### src/rtl/control_sequencer.sv
// Hardwired fetch/execute control unit: decodes ir[31:27] and drives every datapath strobe
// from a registered state (Moore outputs), with pause-at-boundary and halt.
module control_sequencer #(
  parameter int         MULDIV_WAIT = 0,
  parameter logic [4:0] ADD_OP      = 5'b00011
) (
  input  logic        clock,
  input  logic        clear,
  input  logic [31:0] ir,
  input  logic        con_ff,
  input  logic        stop,
  output logic        run,
  output logic [4:0]  operation,
  output logic        PCout, ZLowout, ZHighout, MDRout, HIout, LOout, InPortout, Cout,
  output logic        MAR_enable, MDR_enable, IR_enable, Y_enable, PC_enable, IncPC,
  output logic        Z_low_enable, Z_high_enable, HI_enable, LO_enable, Output_port_enable,
  output logic        Read, Write,
  output logic        GRA, GRB, GRC, Rin, Rout, BAout, CON_in
);

  typedef enum logic [3:0] {
    S_RESET, S_T0, S_T1, S_T2, S_T3, S_T4, S_T5, S_T6, S_T7,
    S_MD_WAIT, S_MD_LO, S_MD_HI, S_PAUSE, S_HALT
  } state_t;

  localparam int CW = (MULDIV_WAIT > 1) ? $clog2(MULDIV_WAIT + 1) : 1;

  state_t        state, next;
  logic [CW-1:0] cnt;
  logic          last;

  logic [4:0] opc;
  logic       unused_ir;
  assign opc       = ir[31:27];
  assign unused_ir = ^ir[26:0];

  logic c_ld, c_ldi, c_st, c_addr, c_alu, c_imm, c_md, c_neg, c_br;
  logic c_jr, c_jal, c_in, c_out, c_mfhi, c_mflo, c_nop, c_halt;
  assign c_ld   = opc == 5'd0;
  assign c_ldi  = opc == 5'd1;
  assign c_st   = opc == 5'd2;
  assign c_addr = c_ld | c_ldi | c_st;
  assign c_alu  = opc >= 5'd3 && opc <= 5'd11;
  assign c_imm  = opc >= 5'd12 && opc <= 5'd14;
  assign c_md   = opc == 5'd15 || opc == 5'd16;
  assign c_neg  = opc == 5'd17 || opc == 5'd18;
  assign c_br   = opc == 5'd19;
  assign c_jr   = opc == 5'd20;
  assign c_jal  = opc == 5'd21;
  assign c_in   = opc == 5'd22;
  assign c_out  = opc == 5'd23;
  assign c_mfhi = opc == 5'd24;
  assign c_mflo = opc == 5'd25;
  assign c_nop  = opc == 5'd26 || opc[4:2] == 3'b111;
  assign c_halt = opc == 5'd27;

  always_ff @(posedge clock or negedge clear) begin
    if (!clear) state <= S_RESET;
    else        state <= next;
  end

  // Wait counter is armed while the mul/div operands are issued in T4.
  always_ff @(posedge clock or negedge clear) begin
    if (!clear)                  cnt <= '0;
    else if (state == S_T4)      cnt <= CW'(MULDIV_WAIT);
    else if (state == S_MD_WAIT) cnt <= cnt - CW'(1);
  end

  always_comb begin
    next = state;
    last = 1'b0;
    run = 1'b0; operation = 5'd0;
    PCout = 1'b0; ZLowout = 1'b0; ZHighout = 1'b0; MDRout = 1'b0;
    HIout = 1'b0; LOout = 1'b0; InPortout = 1'b0; Cout = 1'b0;
    MAR_enable = 1'b0; MDR_enable = 1'b0; IR_enable = 1'b0; Y_enable = 1'b0;
    PC_enable = 1'b0; IncPC = 1'b0;
    Z_low_enable = 1'b0; Z_high_enable = 1'b0; HI_enable = 1'b0; LO_enable = 1'b0;
    Output_port_enable = 1'b0;
    Read = 1'b0; Write = 1'b0;
    GRA = 1'b0; GRB = 1'b0; GRC = 1'b0; Rin = 1'b0; Rout = 1'b0; BAout = 1'b0; CON_in = 1'b0;

    run = !(state inside {S_RESET, S_PAUSE, S_HALT});

    case (state)
      S_RESET: next = S_T0;
      S_T0: begin PCout = 1'b1; MAR_enable = 1'b1; IncPC = 1'b1; next = S_T1; end
      S_T1: begin Read = 1'b1; MDR_enable = 1'b1; next = S_T2; end
      S_T2: begin
        MDRout = 1'b1; IR_enable = 1'b1;
        if (c_halt)     next = S_HALT;
        else if (c_nop) last = 1'b1;
        else            next = S_T3;
      end
      S_T3: begin
        next = S_T4;
        if (c_alu) begin GRB = 1'b1; Rout = 1'b1; Y_enable = 1'b1; end
        else if (c_addr || c_imm) begin GRB = 1'b1; Rout = 1'b1; BAout = 1'b1; Y_enable = 1'b1; end
        else if (c_md) begin GRA = 1'b1; Rout = 1'b1; Y_enable = 1'b1; end
        else if (c_neg) begin GRB = 1'b1; Rout = 1'b1; Z_low_enable = 1'b1; operation = opc; end
        else if (c_br) begin GRA = 1'b1; Rout = 1'b1; CON_in = 1'b1; end
        else if (c_jr) begin GRA = 1'b1; Rout = 1'b1; PC_enable = 1'b1; last = 1'b1; end
        else if (c_jal) begin PCout = 1'b1; GRB = 1'b1; Rin = 1'b1; end
        else if (c_in) begin InPortout = 1'b1; GRA = 1'b1; Rin = 1'b1; last = 1'b1; end
        else if (c_out) begin GRA = 1'b1; Rout = 1'b1; Output_port_enable = 1'b1; last = 1'b1; end
        else if (c_mfhi) begin HIout = 1'b1; GRA = 1'b1; Rin = 1'b1; last = 1'b1; end
        else if (c_mflo) begin LOout = 1'b1; GRA = 1'b1; Rin = 1'b1; last = 1'b1; end
        else last = 1'b1;
      end
      S_T4: begin
        next = S_T5;
        if (c_alu) begin GRC = 1'b1; Rout = 1'b1; Z_low_enable = 1'b1; operation = opc; end
        else if (c_addr || c_imm) begin
          Cout = 1'b1; Z_low_enable = 1'b1; operation = c_imm ? opc : ADD_OP;
        end
        else if (c_md) begin
          GRB = 1'b1; Rout = 1'b1; Z_low_enable = 1'b1; Z_high_enable = 1'b1; operation = opc;
          next = (MULDIV_WAIT > 0) ? S_MD_WAIT : S_MD_LO;
        end
        else if (c_neg) begin ZLowout = 1'b1; GRA = 1'b1; Rin = 1'b1; last = 1'b1; end
        else if (c_br) begin PCout = 1'b1; Y_enable = 1'b1; end
        else if (c_jal) begin GRA = 1'b1; Rout = 1'b1; PC_enable = 1'b1; last = 1'b1; end
        else last = 1'b1;
      end
      S_T5: begin
        next = S_T6;
        if (c_alu || c_imm || c_ldi) begin ZLowout = 1'b1; GRA = 1'b1; Rin = 1'b1; last = 1'b1; end
        else if (c_ld || c_st) begin ZLowout = 1'b1; MAR_enable = 1'b1; end
        else if (c_br) begin Cout = 1'b1; Z_low_enable = 1'b1; operation = ADD_OP; end
        else last = 1'b1;
      end
      S_T6: begin
        next = S_T7;
        if (c_ld) begin Read = 1'b1; MDR_enable = 1'b1; end
        else if (c_st) begin GRA = 1'b1; Rout = 1'b1; MDR_enable = 1'b1; end
        else begin
          // Branch target only commits when the condition flip-flop is set.
          if (c_br && con_ff) begin ZLowout = 1'b1; PC_enable = 1'b1; end
          last = 1'b1;
        end
      end
      S_T7: begin
        if (c_ld) begin MDRout = 1'b1; GRA = 1'b1; Rin = 1'b1; end
        else if (c_st) Write = 1'b1;
        last = 1'b1;
      end
      S_MD_WAIT: if (cnt == CW'(1)) next = S_MD_LO;
      S_MD_LO: begin ZLowout = 1'b1; LO_enable = 1'b1; next = S_MD_HI; end
      S_MD_HI: begin ZHighout = 1'b1; HI_enable = 1'b1; last = 1'b1; end
      S_PAUSE: if (!stop) next = S_T0;
      S_HALT: next = S_HALT;
      default: next = S_RESET;
    endcase

    if (last) next = stop ? S_PAUSE : S_T0;
  end

endmodule

### config.mk
export PLATFORM = sky130hd
export DESIGN_NAME = control_sequencer
export DESIGN_NICKNAME = d
export VERILOG_FILES = /design/src/rtl/control_sequencer.sv
export SDC_FILE = /design/constraint.sdc
export NUM_CORES = 1
export LEC_CHECK = 0
export CORE_ASPECT_RATIO = 1.25
export CORE_MARGIN = 10
export CORE_UTILIZATION = 40
export DETAILED_ROUTE_END_ITERATION = 10
export PLACE_DENSITY = 0.81
export SLEW_MARGIN = 10
export SYNTH_ARGS = -nofsm -noshare
export SYNTH_HDL_FRONTEND = slang
export SYNTH_SLANG_ARGS = --single-unit
### constraint.sdc
create_clock -name clock -period 2.4 [get_ports clock]
set_input_delay 0.48 -clock clock [delete_from_list [all_inputs] [get_ports clock]]
set_output_delay 0.48 -clock clock [all_outputs]
set_load 0.005 [all_outputs]
Word-level counts from Yosys, hierarchy flattened

Index checks and enable logic that the tools add are counted.

Logic and storage cells: 251
Output and inout bits: 34
Bits in registers: 5
Input port bits: 36

Order comparisons: 4
Muxes and demuxes: 192
$add $sub $neg: 1
Bitwise gates (word level): 2
Reduce and logical (&&, ||, !) cells: 17
Equality and inequality tests: 33

Operator list:

| cell                                                | number |
|---|---|
| 2-to-1 mux 1 bit                                    | 155 |
| == test 5 bit, second input constant                | 12 |
| one-hot mux 4 bit (13 select lines)                 | 1 |
| 2-to-1 mux 5 bit                                    | 8 |
| 2-to-1 mux 4 bit                                    | 9 |
| == test 4 bit, second input constant                | 6 |
| == test 4 x 3 -> 1 bit, second input constant       | 4 |
| one-hot mux 5 bit (3 select lines)                  | 1 |
| one-hot mux 1 bit (2 select lines)                  | 7 |
| one-hot mux 1 bit (3 select lines)                  | 4 |
| <= comparator 5 x 4 -> 1 bit, second input constant | 2 |
| == test 4 x 2 -> 1 bit, second input constant       | 2 |
| one-hot mux 1 bit (4 select lines)                  | 2 |
| logical OR 1 bit                                    | 7 |
| 2-to-1 mux 2 bit                                    | 3 |
| inequality test 3 bit, second input constant        | 2 |
| one-hot mux 1 bit (6 select lines)                  | 1 |
| == test 5 x 1 -> 1 bit, second input constant       | 1 |
| == test 5 x 2 -> 1 bit, second input constant       | 1 |
| == test 5 x 4 -> 1 bit, second input constant       | 1 |
| >= comparator 5 x 2 -> 1 bit, second input constant | 1 |
| >= comparator 5 x 4 -> 1 bit, second input constant | 1 |
| zero test 5 bit                                     | 1 |
| one-hot mux 1 bit (5 select lines)                  | 1 |
| 13 further kinds                                    | 16 |

Logic depth before layout (Yosys ltp)

Depth in word-level cells: 13
Depth in mapped cells: 7
Depth with buffers taken out: 5

Least setup slack after synthesis

OpenSTA, ideal clock, no wires.

Kind: input -> output
Start: input port ir[27]
End: output port GRA
Path buffers: 2
Data required time: 1.920 ns
Arrival time: 1.763 ns
Cell stages on the path: 7
Slack: 0.157 ns
Cell sequence: buf_6 or3_4 buf_6 nor3_1 nand3_1 o22a_1 or3b_2

Cells in the longest elaborated chain, start to end: 13
Elaborated cells on any way between the ends: 49
Those cells by class: order compare: 4; eq/ne: 13; mux: 22; bitwise: 2; reduce/logical: 8

Ends and longest elaborated chain:

| what                                 | line | RTL |
|---|---|---|
| start: declaration                   | 9    | `input logic [31:0] ir,` |
| == test 5 bit                        | 53   | `assign c_mflo = opc == 5'd25;` |
| 2-to-1 mux 1 bit                     | 106  | `else if (c_mflo) begin LOout = 1'b1; GRA = 1'b1; Rin = 1'b1; last = 1'b1; end` |
| 2-to-1 mux 1 bit                     | 105  | `else if (c_mfhi) begin HIout = 1'b1; GRA = 1'b1; Rin = 1'b1; last = 1'b1; end` |
| 2-to-1 mux 1 bit                     | 104  | `else if (c_out) begin GRA = 1'b1; Rout = 1'b1; Output_port_enable = 1'b1; last = 1'b1; end` |
| 2-to-1 mux 1 bit                     | 103  | `else if (c_in) begin InPortout = 1'b1; GRA = 1'b1; Rin = 1'b1; last = 1'b1; end` |
| 2-to-1 mux 1 bit                     | 102  | `else if (c_jal) begin PCout = 1'b1; GRB = 1'b1; Rin = 1'b1; end` |
| 2-to-1 mux 1 bit                     | 101  | `else if (c_jr) begin GRA = 1'b1; Rout = 1'b1; PC_enable = 1'b1; last = 1'b1; end` |
| 2-to-1 mux 1 bit                     | 100  | `else if (c_br) begin GRA = 1'b1; Rout = 1'b1; CON_in = 1'b1; end` |
| 2-to-1 mux 1 bit                     | 99   | `else if (c_neg) begin GRB = 1'b1; Rout = 1'b1; Z_low_enable = 1'b1; operation = opc; end` |
| 2-to-1 mux 1 bit                     | 98   | `else if (c_md) begin GRA = 1'b1; Rout = 1'b1; Y_enable = 1'b1; end` |
| 2-to-1 mux 1 bit                     | 97   | `else if (c_addr \|\| c_imm) begin GRB = 1'b1; Rout = 1'b1; BAout = 1'b1; Y_enable = 1'b1; end` |
| 2-to-1 mux 1 bit                     | 96   | `if (c_alu) begin GRB = 1'b1; Rout = 1'b1; Y_enable = 1'b1; end` |
| one-hot mux 1 bit (5 select lines) * | 84   | `case (state)` |
| end: declaration                     | 18   | `output logic GRA, GRB, GRC, Rin, Rout, BAout, CON_in` |

Every way passes the cells marked *; elsewhere a longest branch is shown, timed or not.

Final worst setup path

Start: register state[0]
End: output port operation[4]

Cells in the longest elaborated chain, start to end: 2
Elaborated cells on any way between the ends: 4
Those cells by class: eq/ne: 3; mux: 1

Ends and longest elaborated chain:

| what                                 | line | RTL |
|---|---|---|
| start: declaration                   | 28   | `state_t state, next;` |
| start signal: assignment             | 59   | `else state <= next;` |
| == test 4 x 3 -> 1 bit               | 84   |  |
| one-hot mux 5 bit (3 select lines) * | 84   |  |
| end: declaration                     | 13   | `output logic [4:0] operation,` |

Marked as above.

==> metrics <==
arrival time at the worst endpoint approximately 2.1 ns; worst setup path class reg -> out; Die ar. around 0.0060 sq mm; Row Count 23; number of max-capacitance violations reported 0; final weighted congestion in routability-driven placement a little over 1; critical register-to-register path endpoint state[0]; x dimension of the die 71.5 um; Placement Cell Area 0.00223 sq mm; mean instance size in the synthesized netlist ~6.5 sq um; total number of yosys warnings 0; cts bufs inserted 3; final critical-path share of the clock period 1.06; Net Sw Frac 0.444; Die Span Y approximately 84 um; Comb pwr share 0.852; run status finished, violations left; CTS Buffer Depth 2; DP Cell Count 332; number of vias in the routed layout around 2.2k; flip-flop and latch count after synthesis 5; maximum number of pins on one net before global-route repair 15; Post-Synthesis Cells 203; number of port buffers 42; HPWL after detailed placement approximately 4.9 mm; clock tree root driver cell sky130_fd_sc_hd__clkbuf_8; Critical Path End Type output port; grt ovf 0; clock power share 0.068; Final Hold Fails 0; clock latency of the later-clocked register in the worst-skew pair 0.22 ns; number of hold buffers added after CTS 0; prevailing post-synth register cell sky130_fd_sc_hd__dfrtp_1; Worst slew margin 0.801; Register-to-Register Setup Slack around 0.17 ns; startpoint of the most critical setup path state[0]; violated checks negative setup slack; first-pass GRT wire length 10.3 mm; Leakage roughly 0.0013 uW; RSZ-0062 raised after global routing yes; Synth Area in XOR/XNOR 0.0132; Worst Tran Pin Value roughly 0.3 ns; Worst Hold Class in -> async; cell area after technology mapping between 0.001 and 0.0015 sq mm; Starting DRT DRC Count 241; sequential element share of the synthesized area 0.0944; number of antenna repair diodes 0; remaining antenna violation count after routing 0; Setup crit start kind register; Post-Layout Inst Area ~0.0026 sq mm; Sequential Power Share 0.079; vias per inst 6.16; Top Usage Layer GRT met2; Clock Skews approximately 0.0032 ns; number of global-route vias before repair about 2.2k; shortest period the worst path allows about 2.5 ns; GR met3 Demand/Resource 0.0530; Place WS -0.755 ns; area of the core region 0.00319 sq mm; final-stage net count 361; share of layout cells above drive strength 1 0.503; highest-count cells in the layout ignoring fill and taps 80 x sky130_fd_sc_hd__buf_4, 19 x sky130_fd_sc_hd__nor2_1, 16 x sky130_fd_sc_hd__nand2_1, 16 x sky130_fd_sc_hd__dlygate4sd2_1, 16 x sky130_fd_sc_hd__buf_6; net switching component of the power 994 uW; grt met2 use 0.350; Routed Wire Length ~7.4 mm; simple-gate portion of the synthesized area 0.399; adder and majority cell fraction of the synthesized area 0; non-filler instance count after layout 361; share of synthesized area spent on multiplexers 0.0264; largest family of logic cells by synthesized area simple AND/OR/NAND/NOR gates; highest clock frequency the design can meet roughly 390 MHz; clock slew seen by the registers of the worst setup and hold paths 0.04 ns; share of synthesized registers carrying an async set or reset 1.00; reg2reg path depth 9; detail-routed net length per standard cell approximately 20 um; I/O Pins 70; PnR worst setup slack -0.143 ns; compound-cell area share of the yosys netlist 0.357; net count after synthesis about 240; Syn-to-layout area delta 96.6%; DRC violation count after routing 0; number of distinct standard cells referenced by the synthesized netlist 57; Reg-to-Reg Start state[0]; Internal Pwr Total roughly 1200 uW; data required time of the critical path 1.92 ns; number of H-tree levels 1; worst ir drop on vdd 0.000912 V; met1 Track Usage GR 0.203; effective utilization at floorplan 0.415; number of flops mapped to enable cells by yosys 0; most common library cell in the layout ignoring fill and taps sky130_fd_sc_hd__buf_4; detailed-router iteration count before antenna repair 5; initial antenna violation count 0; worst-path fanout max 4; final-report max-slew violation count 0; total setup violations reported at the end of the flow 10; CTS sink count 5; Cell Pwr Density between 800 and 900 mW/mm^2; overall track demand over capacity in global routing 0.202; clock tree from TritonCTS done
layout make-up:
| cell class | count | area (sq um) |
|---|---|---|
| inverter | 9 | 36.3 |
| clock buffer | 4 | 45.0 |
| multi-input combinational | 168 | 1210 |
| timing repair buffer | 138 | 1140 |
| fill | 212 | 589 |
| tap | 37 | 46.3 |
| sequential | 5 | 126 |
worst max-delay path: stages, from the launching register on:
cell                              delay (ns)
sky130_fd_sc_hd__dfrtp_1                0.37
sky130_fd_sc_hd__buf_4                  0.14
sky130_fd_sc_hd__buf_6                  0.12
sky130_fd_sc_hd__nor4b_4                0.29
sky130_fd_sc_hd__buf_4                  0.17
sky130_fd_sc_hd__buf_4                  0.13
sky130_fd_sc_hd__a21oi_1                0.09
sky130_fd_sc_hd__o22ai_2                0.13
sky130_fd_sc_hd__nor2b_1                0.17
sky130_fd_sc_hd__clkdlybuf4s15_1        0.22
kinds of logic (layout without fill, tap and decap cells):
family / Yosys count / after routing
and+or+nand+nor: 97 / 97
xor gates and xnor gates: 2 / 2
DFF: 5 / 5
muxes: 3 / 3
AOI/OAI and AO/OA: 66 / 66
buffers and inverters: 30 / 151
power groups by stage:
| stage | Combinational [uW] | Clock [uW] | Sequential, uW |
|---|---|---|---|
| global placement | 1540 | 0 | 172 |
| finish | 1910 | 153 | 178 |
| global route | 2030 | 165 | 182 |
| CTS | 1590 | 154 | 183 |
| detailed placement | 1550 | 0 | 177 |
| floorplan | 836 | 0 | 151 |
synthesized netlist by cell type, types with 3 or more instances:
library cell	n	area, sq um
sky130_fd_sc_hd__inv_1	9	33.8
sky130_fd_sc_hd__a21o_1	3	22.5
sky130_fd_sc_hd__o21ai_0	17	85.1
sky130_fd_sc_hd__nand3_1	7	35.0
sky130_fd_sc_hd__o211ai_1	3	22.5
sky130_fd_sc_hd__a211o_1	3	26.3
sky130_fd_sc_hd__or2_2	5	31.3
sky130_fd_sc_hd__nand2b_1	9	56.3
sky130_fd_sc_hd__nand4_1	3	18.8
sky130_fd_sc_hd__dfrtp_1	5	125
sky130_fd_sc_hd__nor3_1	13	65.1
sky130_fd_sc_hd__clkbuf_1	7	26.3
sky130_fd_sc_hd__a21oi_1	11	55.1
sky130_fd_sc_hd__nor2b_1	3	18.8
sky130_fd_sc_hd__nor2_1	24	90.1
sky130_fd_sc_hd__o31ai_1	5	37.5
sky130_fd_sc_hd__o22ai_1	3	18.8
sky130_fd_sc_hd__buf_2	8	40.0
sky130_fd_sc_hd__nand2_1	17	63.8
routing by layer:
layer  wire, um  share of wire
met5          0              0
met4        394          0.053
met3        707          0.096
met2       3760           0.51
met1       2510           0.34
timing repair:
action | 4_1_cts | 5_1_grt
setup buffers | 11 | 14
gates resized for setup | 88 | 57
pin swaps | 10 | 10
setup endpoints to repair | 33 | 16
endpoints found under the hold margin | 0 | 0
stage by stage:
stage / hold WS [ns] / total power (uW) / utilization / TNS (ns)
after global routing: 0.493 / 2380 / 0.816 / -1.45
after detailed placement: 0.609 / 1730 / 0.697 / -14.82
after global placement: 0.593 / 1710 / 0.697 / -14.28
final: 0.479 / 2240 / 0.816 / -0.498
after floorplan: 0.184 / 986 / - / 0
after CTS: 0.481 / 1930 / 0.747 / -0.353
registers in the layout (all words and copies together), names as in the netlist:
register  flops
cnt           1
state         4
worst max-delay path by stage:
stage | end | slack, ns | depth (start not counted)
floorplan | GRA | 0.16 | 7
global placement | GRA | -0.71 | 7
detailed placement | GRA | -0.75 | 7
CTS | Read | -0.13 | 7
global route | operation[4] | -0.23 | 9
finish | operation[4] | -0.14 | 9
(Power assumes the default switching activity.)
